--- config.mk ---
export PLATFORM = sky130hd
export DESIGN_NAME = merlin_imem_bridge
export DESIGN_NICKNAME = d
export VERILOG_FILES = /design/src/rtl/merlin_imem_bridge.sv
export SDC_FILE = /design/constraint.sdc
export NUM_CORES = 1
export LEC_CHECK = 0
export CAP_MARGIN = 20
export CORE_MARGIN = 3
export CORE_UTILIZATION = 38
export CTS_BUF_LIST = sky130_fd_sc_hd__clkbuf_2
export DETAILED_ROUTE_END_ITERATION = 10
export PLACE_DENSITY = 0.78
export SETUP_SLACK_MARGIN = 0.02
export SYNTH_ARGS = -nofsm -noshare
export SYNTH_HDL_FRONTEND = slang
export SYNTH_SLANG_ARGS = --single-unit
--- constraint.sdc ---
create_clock -name clk_i -period 2.2 [get_ports clk_i]
set_clock_uncertainty 0.05 [all_clocks]
set_input_delay 0.33 -clock clk_i [delete_from_list [all_inputs] [get_ports clk_i]]
set_output_delay 0.33 -clock clk_i [all_outputs]
set_load 0.05 [all_outputs]
--- src/rtl/merlin_imem_bridge.sv ---
// merlin_imem_bridge: single-outstanding instruction fetch bridge between the
// fetch unit's valid/ready request/response channels and a req/gnt/rvalid
// memory port. Out-of-range fetches and memory timeouts become error
// responses. A read that times out after its grant leaves an "orphan" behind:
// the late read data is discarded before any new fetch is accepted.
module merlin_imem_bridge #(
  parameter int                   RV_XLEN       = 32,
  parameter logic [RV_XLEN-1:0]   C_ADDR_BASE   = 32'h0000_0000,
  parameter int                   C_ADDR_SIZE_X = 16,
  parameter int                   C_TIMEOUT_X   = 4
) (
  input  logic               clk_i,
  input  logic               reset_i,
  // fetch request channel
  output logic               ireqready_o,
  input  logic               ireqvalid_i,
  input  logic [1:0]         ireqhpl_i,
  input  logic [RV_XLEN-1:0] ireqaddr_i,
  // fetch response channel
  input  logic               irspready_i,
  output logic               irspvalid_o,
  output logic               irsprerr_o,
  output logic [RV_XLEN-1:0] irspdata_o,
  // memory port
  output logic               mreq_o,
  input  logic               mgnt_i,
  output logic [RV_XLEN-1:0] maddr_o,
  output logic [1:0]         mprot_o,
  input  logic               mrvalid_i,
  input  logic               mrerr_i,
  input  logic [RV_XLEN-1:0] mrdata_i
);

  typedef enum logic [1:0] {IDLE, REQ, WAIT, RSP} state_e;

  localparam logic [RV_XLEN-1:0]     REGION_MASK = RV_XLEN'((64'd1 << C_ADDR_SIZE_X) - 64'd1);
  localparam logic [C_TIMEOUT_X-1:0] CNT_MAX     = '1;

  state_e                   state_q, state_d;
  logic [RV_XLEN-1:0]       addr_q, addr_d;
  logic [1:0]               hpl_q, hpl_d;
  logic                     rerr_q, rerr_d;
  logic [RV_XLEN-1:0]       data_q, data_d;
  logic [C_TIMEOUT_X-1:0]   cnt_q, cnt_d;
  logic                     orphan_q, orphan_d;

  logic [RV_XLEN-1:0]       req_addr;
  logic                     in_range;
  logic                     ready;
  logic                     accept;
  logic                     cnt_tc;

  assign req_addr = {ireqaddr_i[RV_XLEN-1:2], 2'b00};
  assign in_range = (req_addr & ~REGION_MASK) == C_ADDR_BASE;
  assign cnt_tc   = cnt_q == CNT_MAX;

  // Ready is gated by reset so it reads low while reset is held, even though
  // the state register already shows IDLE.
  assign ready  = ~reset_i & ~orphan_q &
                  ((state_q == IDLE) | ((state_q == RSP) & irspready_i));
  assign accept = ireqvalid_i & ready;

  assign ireqready_o = ready;
  assign irspvalid_o = state_q == RSP;
  assign irsprerr_o  = rerr_q;
  assign irspdata_o  = data_q;
  assign mreq_o      = state_q == REQ;
  assign maddr_o     = addr_q;
  assign mprot_o     = hpl_q;

  // Next-state and datapath: accept (IDLE or RSP handshake) has priority,
  // otherwise the per-state memory/timeout handling.
  always_comb begin
    state_d  = state_q;
    addr_d   = addr_q;
    hpl_d    = hpl_q;
    rerr_d   = rerr_q;
    data_d   = data_q;
    cnt_d    = cnt_q;
    orphan_d = orphan_q;

    // Counter saturates at terminal count rather than wrapping.
    if (((state_q == REQ) || (state_q == WAIT)) && !cnt_tc)
      cnt_d = cnt_q + 1'b1;

    // The first read data after an orphaning timeout belongs to the dead fetch.
    if (orphan_q && mrvalid_i)
      orphan_d = 1'b0;

    if (accept) begin
      addr_d = req_addr;
      hpl_d  = ireqhpl_i;
      cnt_d  = '0;
      if (in_range) begin
        state_d = REQ;
      end else begin
        state_d = RSP;
        rerr_d  = 1'b1;
        data_d  = '0;
      end
    end else begin
      case (state_q)
        REQ: begin
          // A grant on the terminal-count cycle still wins.
          if (mgnt_i) begin
            state_d = WAIT;
          end else if (cnt_tc) begin
            state_d = RSP;
            rerr_d  = 1'b1;
            data_d  = '0;
          end
        end
        WAIT: begin
          if (mrvalid_i) begin
            state_d = RSP;
            rerr_d  = mrerr_i;
            data_d  = mrdata_i;
          end else if (cnt_tc) begin
            state_d  = RSP;
            rerr_d   = 1'b1;
            data_d   = '0;
            orphan_d = 1'b1;
          end
        end
        RSP: begin
          if (irspready_i)
            state_d = IDLE;
        end
        default: ;
      endcase
    end
  end

  // State and datapath registers; reset abandons any transaction outright.
  always_ff @(posedge clk_i or posedge reset_i) begin
    if (reset_i) begin
      state_q  <= IDLE;
      addr_q   <= '0;
      hpl_q    <= '0;
      rerr_q   <= 1'b0;
      data_q   <= '0;
      cnt_q    <= '0;
      orphan_q <= 1'b0;
    end else begin
      state_q  <= state_d;
      addr_q   <= addr_d;
      hpl_q    <= hpl_d;
      rerr_q   <= rerr_d;
      data_q   <= data_d;
      cnt_q    <= cnt_d;
      orphan_q <= orphan_d;
    end
  end

endmodule
# Yosys cells after proc, flatten, opt, wreduce, memory -nomap -nowiden

Index checks and enable logic that the tools add are counted.

Muxes and demuxes: 26
Add/subtract/negate cells: 1
Bitwise gates (word level): 7
Equal/unequal tests: 7
Reduce and logical (&&, ||, !) cells: 11

Operators with widths:

| cell                                                                     | number |
|---|---|
| 32-bit 2-to-1 mux                                                        | 5 |
| 32-bit one-hot mux with 2 select lines                                   | 1 |
| 32-bit logical NOT                                                       | 1 |
| 2-bit 2-to-1 mux                                                         | 6 |
| 1-bit 2-to-1 mux                                                         | 10 |
| 4-bit 2-to-1 mux                                                         | 2 |
| 3-bit by 2-bit inequality test with 1-bit output (second input constant) | 2 |
| 2-bit one-hot mux with 3 select lines                                    | 1 |
| 4-bit by 1-bit adder with 4-bit output (second input constant)           | 1 |
| 1-bit bitwise AND                                                        | 4 |
| 2-bit equality test (second input constant)                              | 2 |
| 4-bit equality test (second input constant)                              | 1 |
| 4-bit nonzero test                                                       | 1 |
| 3-bit AND reduction                                                      | 1 |
| 3-bit nonzero test                                                       | 1 |
| 2-bit by 1-bit equality test with 1-bit output (second input constant)   | 1 |
| 1-bit logical AND                                                        | 2 |
| 2-bit logical NOT                                                        | 1 |
| 2-bit inequality test (second input constant)                            | 1 |
| 1-bit inverter                                                           | 2 |
| 1-bit one-hot mux with 2 select lines                                    | 1 |
| 2-bit AND reduction                                                      | 1 |
| 2-bit nonzero test                                                       | 1 |
| 1-bit logical NOT                                                        | 1 |
| other kinds (2)                                                          | 2 |

Input bits: 73
Output and inout bits: 70
Register bits after elaboration: 72

# Longest topological paths before layout

Gate-level depths: netlist (run 1).

Depth after elaboration: 7
Gate-level depth with buffers: 8
Mapped depth without buffers: 6

# Worst setup path before layout (run 1)

Ideal clock, no wire load.

Path kind: reg-to-output
Start: reg state_q[1]
End: out ireqready_o
Slack: -0.439 ns
Data required time: 1.820 ns
Arrival time: 2.259 ns
Buffers on the path: 0
Cell stages (with the launch flop): 4
Cell sequence: dfrtp_1 ha_1 a21oi_2 nor3_1

Word-level cells in the longest chain between the ends: 4
Elaborated cells between the ends (all ways): 5
Those cells by class: eq/ne (1); bitwise (3); reduce/logical (1)

RTL lines:

| element                | line | RTL |
|---|---|---|
| start, declared        | 39   | `state_e state_q, state_d;` |
| start signal, assigned | 145  | `state_q <= state_d;` |
| 2-bit equality test    | n/a  |  |
| named net irspvalid_o  | 21   | `output logic irspvalid_o,` |
| 1-bit bitwise AND      | 60   | `((state_q == IDLE) \| ((state_q == RSP) & irspready_i));` |
| 1-bit bitwise OR       | 60   |  |
| 1-bit bitwise AND      | 59   | `assign ready = ~reset_i & ~orphan_q &` |
| end, declared          | 15   | `output logic ireqready_o,` |

The timed path passes the listed nets, and every way through them passes these cells.

# Final worst setup path (run 1)

Start: reg state_q[0]
End: out ireqready_o

Word-level cells in the longest chain between the ends: 4
Elaborated cells between the ends (all ways): 5
Those cells by class: eq/ne (1); bitwise (3); reduce/logical (1)

RTL lines:

| element               | line |
|---|---|
| 2-bit equality test   | 60 |
| 1-bit bitwise AND     | 60 |
| 1-bit bitwise OR (*)  | 60 |
| 1-bit bitwise AND (*) | 59 |

Mark *: on every way between the ends. The rest lies on a longest branch, timed or not.

==> impl_metrics.py, run 1 <==
metrics = {
    "place": {
        "post-place-ws_ps": 78.74,
        "hpwl_um": 5395,
        "post_dp_cell_area_um2": 4522,
        "routabilityCongestion": 0.8353,
        "io_buffers": 138,
    },
    "cts": {
        "clk_pin_slew_ps": 220,
        "clockBufferDepth": 2,
        "cts_buffers": 9,
        "cts_hold_buf": 0,
        "clk_latency_ps": 490,
        "cts_tree": "yes",
        "cts_htree_levels": 3,
        "cts_sinks": 72,
        "root_buffer": "clkbuf_2",
    },
    "critical_path": {
        "r2r-start": "state_q[0]$_DFFE_PP0P_",
        "critPathKind": "flip-flop to output pin",
        "cp.required_ps": 1820,
        "r2r-end": "irspdata_o[8]$_DFFE_PP0P_",
        "crit_fanout": 7,
        "worstPathArrival_ps": 1720,
        "rr_worst_depth": 6,
        "crit_path_start_kind": "flip-flop",
        "cp-end-kind": "output pin",
        "r2r_slack_ps": 300,
    },
    "detailed_routing": {
        "vias_per_cell": 4.883,
        "drc_errors": 0,
        "num_vias": 2554,
        "wirelength_um": 7686,
        "wl_per_cell_um": 14.70,
        "dr.first_iter.drc_count": 105,
        "drtAntennaViolNets": 0,
        "dr.pass1.iters": 4,
    },
    "yosys": {
        "synth_area_um2": 2999,
        "yosys-top-cells-area": "dfrtp_1 60%, nand2_1 13%, a22o_2 5.0%",
        "yosys-top-cells-count": "103 x nand2_1, 72 x dfrtp_1, 17 x a22o_1",
        "yosys.area.top_type_share": 0.6008,
        "yosysWarnings": 0,
        "ys_ff_latch": 72,
        "synth.largest_area_cell": "dfrtp_1",
        "synth_cell_types": 31,
        "ys.flop_type": "dfrtp_1",
        "synth_edf_count": 0,
        "async_flop_share": 1.000,
        "synth_cells": 277,
        "yosysMostFrequentCell": "nand2_1",
        "avgSynthCellArea_um2": 10.83,
        "synth.yosys.seq_area_share": 0.6008,
    },
    "floorplan": {
        "rows": 31,
        "die_y_um": 94.84,
        "start_util": 0.4027,
        "die-area_um2": 8995,
        "dieWidth_um": 94.84,
        "ios": 143,
        "coreArea_um2": 7447,
    },
    "global_route": {
        "gr-total-overflow": 0,
        "grt_pass1_vias": 2509,
        "grtUsageTotal": 0.1748,
        "grt_max_degree": 49,
        "antenna_found_initial": 0,
        "grt_pass1_wl_um": 12190,
    },
    "layout": {
        "final_util": 0.6418,
        "seq_area_um2": 1802,
        "fin_nets": 497,
        "multi_input_area_um2": 1079,
        "num-fill-cells": 613,
        "fin_area_um2": 4780,
        "antenna_cells": 0,
        "syn_to_final_growth_pct": 59.37,
        "drive_gt1_frac": 0.1179,
    },
    "timing": {
        "layout_setup_ws_ps": 100.9,
        "fmax_mhz": 476.4,
        "finalCritPeriodShare": 0.9541,
        "tightest_slew_ps": 539.8,
        "fin_crit_ps": 2099,
        "rsz0062_at_grt": "true",
        "fin_setup_tns_ps": 0,
        "setup_viol": 0,
        "final_max_slew_viol_count": 0,
        "max_slew_margin": 0.6395,
        "hold_violations": 0,
    },
    "pwr": {
        "powerDensity_nw_per_um2": 1610,
        "power.total_mw": 7.697,
        "irDropWorstVdd_v": 0.0008357,
        "leakage_nw": 2.667,
    },
    "min_path": {
        "hold_class": "primary input to flip-flop",
        "holdCritStartpoint": "ireqaddr_i[14]",
        "hold_depth": 3,
        "min_to": "maddr_o[14]$_DFFE_PP0N_",
    },
    "run": {
        "maxCapViolations": 0,
    },
    "outcome": {
        "outcome": "finished, final reports clean",
    },
}
critical path: stages, from the launching register on:
cell,delay (ps)
dfrtp_1,470
ha_2,260
a21oi_4,280
nor3_4,70
buf_12,150
cell families after synthesis:
kind of cell	count (synthesis)	share of synthesized area
compound gates	46	0.1435
other cells	1	0.001250
simple gates	128	0.1769
flops	72	0.6008
fa+ha+maj	5	0.02086
buf+inv	22	0.04797
xor+xnor	3	0.008763
layer usage:
| layer | routed length, µm | vias up | track usage | share of wire |
|---|---|---|---|---|
| met5 | 0 | - | 0 | 0 |
| li1 | - | 1222 | - | - |
| met2 | 3647 | 105 | 0.2701 | 0.47 |
| met3 | 755 | 9 | 0.07092 | 0.098 |
| met1 | 3213 | 1218 | 0.2281 | 0.42 |
| met4 | 70 | 0 | 0.04688 | 0.0091 |
through the flow:
step	hold WS, ps	instances
6_report	283.6	523
5_1_grt	231.4	523
4_1_cts	246.7	522
3_5_place_dp	411.3	506
3_3_place_gp	406.9	506
2_1_floorplan	346.4	278
timing repair:
| item | 4_1_cts | 5_1_grt |
|---|---|---|
| endpoints found under the setup margin | 1 | 39 |
| pin swaps | 1 | 0 |
| resized for setup | 2 | 38 |
| buffers inserted | 0 | 1 |
worst max path at each step:
stage                               start                      end  slack (ps)  cells after the start
2_1_floorplan      state_q[1]$_DFFE_PP0P_  maddr_o[10]$_DFFE_PP0N_          10                      7
3_3_place_gp                      reset_i   state_q[1]$_DFFE_PP0P_         110                      4
3_5_place_dp               ireqaddr_i[27]   irsprerr_o$_DFFE_PP0P_          80                      6
4_1_cts        irspdata_o[29]$_DFFE_PP0P_           irspdata_o[29]          60                      1
5_1_grt            state_q[1]$_DFFE_PP0P_              ireqready_o         -30                      5
6_report           state_q[0]$_DFFE_PP0P_              ireqready_o         100                      4
state kept, by name, indices dropped and copies added (netlist names):
name / count
irsprerr_o: 1
state_q: 2
cnt_q: 4
irspdata_o: 32
orphan_q: 1
mprot_o: 2
maddr_o: 30
final cells by class:
class                           instances  area share
Inverter                                6    0.005497
Tap cell                               99     0.02592
Multi-Input combinational cell        184      0.2257
Clock buffer                            9    0.009424
Sequential cell                        72      0.3770
Clock inverter                          7     0.02094
Timing Repair Buffer                  146      0.3356
power breakdown:
group / leakage, nW / switching (mW) / internal, mW
Sequential: 0.907 / 0.313 / 1.89
Combinational: 1.67 / 2.95 / 1.65
Clock: 0.0873 / 0.500 / 0.389
Total: 2.67 / 3.77 / 3.93
layout by cell type (no fill, tap or decap), types with 4 or more instances in the layout:
| cell | Yosys | final |
|---|---|---|
| buf_4 | 2 | 5 |
| a22o_2 | 15 | 15 |
| buf_12 | 0 | 6 |
| dlymetal6s2s_1 | 0 | 38 |
| clkbuf_2 | 0 | 9 |
| nor2_1 | 8 | 8 |
| ha_1 | 5 | 4 |
| dfrtp_1 | 72 | 72 |
| inv_1 | 6 | 5 |
| a22o_1 | 17 | 17 |
| nand3_1 | 4 | 4 |
| nor4_1 | 4 | 4 |
| nand2_1 | 103 | 103 |
| clkdlybuf4s50_1 | 0 | 97 |
No activity file was read; power rests on OpenSTA's default activity.
==> inputs of run 2 (changes only) <==
Settings changed: CORE_ASPECT_RATIO from default to 1.2, CORE_UTILIZATION 38 to 42, PLACE_DENSITY 0.78 to 0.82.
Clock period 2.2 ns to 2.3 ns, I/O delays scaled along.
==> impl_metrics.py, run 2 (same netlist as run 1, synthesis figures left out) <==
metrics = {
    "outcome": {
        "outcome": "finished, final reports clean",
    },
    "timing": {
        "fmax_mhz": 472.9,
        "final_max_slew_viol_count": 0,
        "hold_violations": 0,
        "fin_crit_ps": 2115,
        "setup_viol": 0,
        "tightest_slew_ps": 554.4,
        "rsz0062_at_grt": "false",
        "finalCritPeriodShare": 0.9194,
        "fin_setup_tns_ps": 0,
        "max_slew_margin": 0.6304,
    },
    "cts": {
        "root_buffer": "clkbuf_2",
        "cts_sinks": 72,
        "clk_latency_ps": 480,
        "clk_pin_slew_ps": 190,
        "clockBufferDepth": 2,
        "cts_hold_buf": 0,
        "post_cts_buffers": 0,
        "cts_htree_levels": 3,
        "cts_tree": "yes",
        "cts_buffers": 9,
    },
    "detailed_routing": {
        "wirelength_um": 7554,
        "vias_per_cell": 4.943,
        "dr.first_iter.drc_count": 107,
        "drtAntennaViolNets": 0,
        "wl_per_cell_um": 14.81,
        "dr.pass1.iters": 4,
        "drc_errors": 0,
        "num_vias": 2521,
    },
    "global_route": {
        "grt_pass1_vias": 2527,
        "grt_pass1_wl_um": 12360,
        "antenna_found_initial": 0,
        "gr-total-overflow": 0,
        "grt_max_degree": 46,
        "grtUsageTotal": 0.1871,
    },
    "layout": {
        "fin_nets": 496,
        "drive_gt1_frac": 0.1111,
        "syn_to_final_growth_pct": 52.61,
        "largest_reg_flops": 32,
        "antenna_cells": 0,
        "final_cell_mix": "135 x clkdlybuf4s50_1, 103 x nand2_1, 72 x dfrtp_1",
        "fin_area_um2": 4577,
        "final_common_cell": "clkdlybuf4s50_1",
    },
    "pwr": {
        "p_int_mw": 3.635,
        "p_seq_frac": 0.296,
        "p_clk_frac": 0.094,
        "leakage_nw": 2.134,
        "p_sw_mw": 3.543,
        "combPwrFrac": 0.611,
        "powerDensity_nw_per_um2": 1568,
        "irDropWorstVdd_v": 0.0009416,
        "p_sw_frac": 0.4936,
    },
    "floorplan": {
        "dieWidth_um": 83.14,
        "coreArea_um2": 6895,
        "die-area_um2": 8195,
        "rows": 33,
        "ios": 143,
        "die_y_um": 98.57,
        "start_util": 0.4349,
    },
    "critical_path": {
        "crit_path_start_kind": "flip-flop",
        "crit_fanout": 7,
        "critPathKind": "flip-flop to output pin",
        "cp-end-kind": "output pin",
        "cp.required_ps": 1900,
        "worstPathArrival_ps": 1720,
    },
    "place": {
        "io_buffers": 138,
        "routabilityCongestion": 0.7381,
        "post_dp_cell_area_um2": 4459,
        "hpwl_um": 5519,
    },
    "run": {
        "maxCapViolations": 0,
    },
    "min_path": {
        "hold_class": "primary input to flip-flop",
    },
}
==> run 2: area by class of cell <==
| cell class | count | area [µm²] |
|---|---|---|
| clock buffers | 9 | 45.04 |
| clock inverters | 7 | 62.56 |
| fillers | 535 | 2318 |
| inverters | 6 | 22.52 |
| multi-input cells | 184 | 1072 |
| flip-flops and latches | 72 | 1802 |
| well taps | 87 | 108.9 |
| repair buffers | 145 | 1464 |
==> run 2: critical path: stages (launching register included) <==
cell     delay, ps
dfrtp_1        460
ha_2           290
a21oi_4        110
nor3_2         200
buf_12         170
==> run 2: power groups by stage <==
| stage | clock network, mW | logic (mW) | registers, mW |
|---|---|---|---|
| after detailed placement | 0 | 4.39 | 2.15 |
| after floorplan | 0 | 1.24 | 3.86 |
| final | 0.674 | 4.38 | 2.12 |
| after global routing | 0.756 | 4.62 | 2.20 |
| after global placement | 0 | 4.33 | 2.13 |
| after CTS | 0.700 | 4.43 | 2.12 |
==> run 2: stage by stage <==
stage | std cells | setup slack [ps] | hold WS, ps | total power, mW | utilization
CTS | 510 | 68.12 | 285.3 | 7.251 | 0.6634
global route | 510 | 43.41 | 270.2 | 7.585 | 0.6638
detailed placement | 494 | 165.9 | 411.6 | 6.546 | 0.6467
global placement | 494 | 183.2 | 407.5 | 6.462 | 0.6467
finish | 510 | 185.5 | 314.5 | 7.178 | 0.6638
floorplan | 278 | 72.15 | 361.4 | 5.100 | -
==> run 2: final timing paths <==
| path | start | end | slack [ps] | depth (start not counted) |
|---|---|---|---|---|
| max | state_q[1]$_DFFE_PP0P_ | ireqready_o | 190 | 4 |
| min | ireqaddr_i[15] | maddr_o[15]$_DFFE_PP0N_ | 310 | 3 |
| max reg2reg | state_q[1]$_DFFE_PP0P_ | irspdata_o[21]$_DFFE_PP0P_ | 380 | 7 |
| min reg2reg | maddr_o[11]$_DFFE_PP0N_ | maddr_o[11]$_DFFE_PP0N_ | 450 | 2 |
| max in group asynchronous | reset_i | irspdata_o[8]$_DFFE_PP0P_ | 1330 | 3 |
| min in group asynchronous | reset_i | maddr_o[19]$_DFFE_PP0N_ | 410 | 3 |
==> run 2: repair_timing <==
item                       in CTS  in global routing
setup endpoints to repair       1                  1
resized for setup               1                  1
hold endpoints to repair        0                  0
==> run 2: per-layer routing <==
layer | global-route usage | share of wire
met1 | 0.2381 | 0.42
met5 | 0 | 0
met2 | 0.3031 | 0.49
met3 | 0.06438 | 0.077
met4 | 0.05660 | 0.012
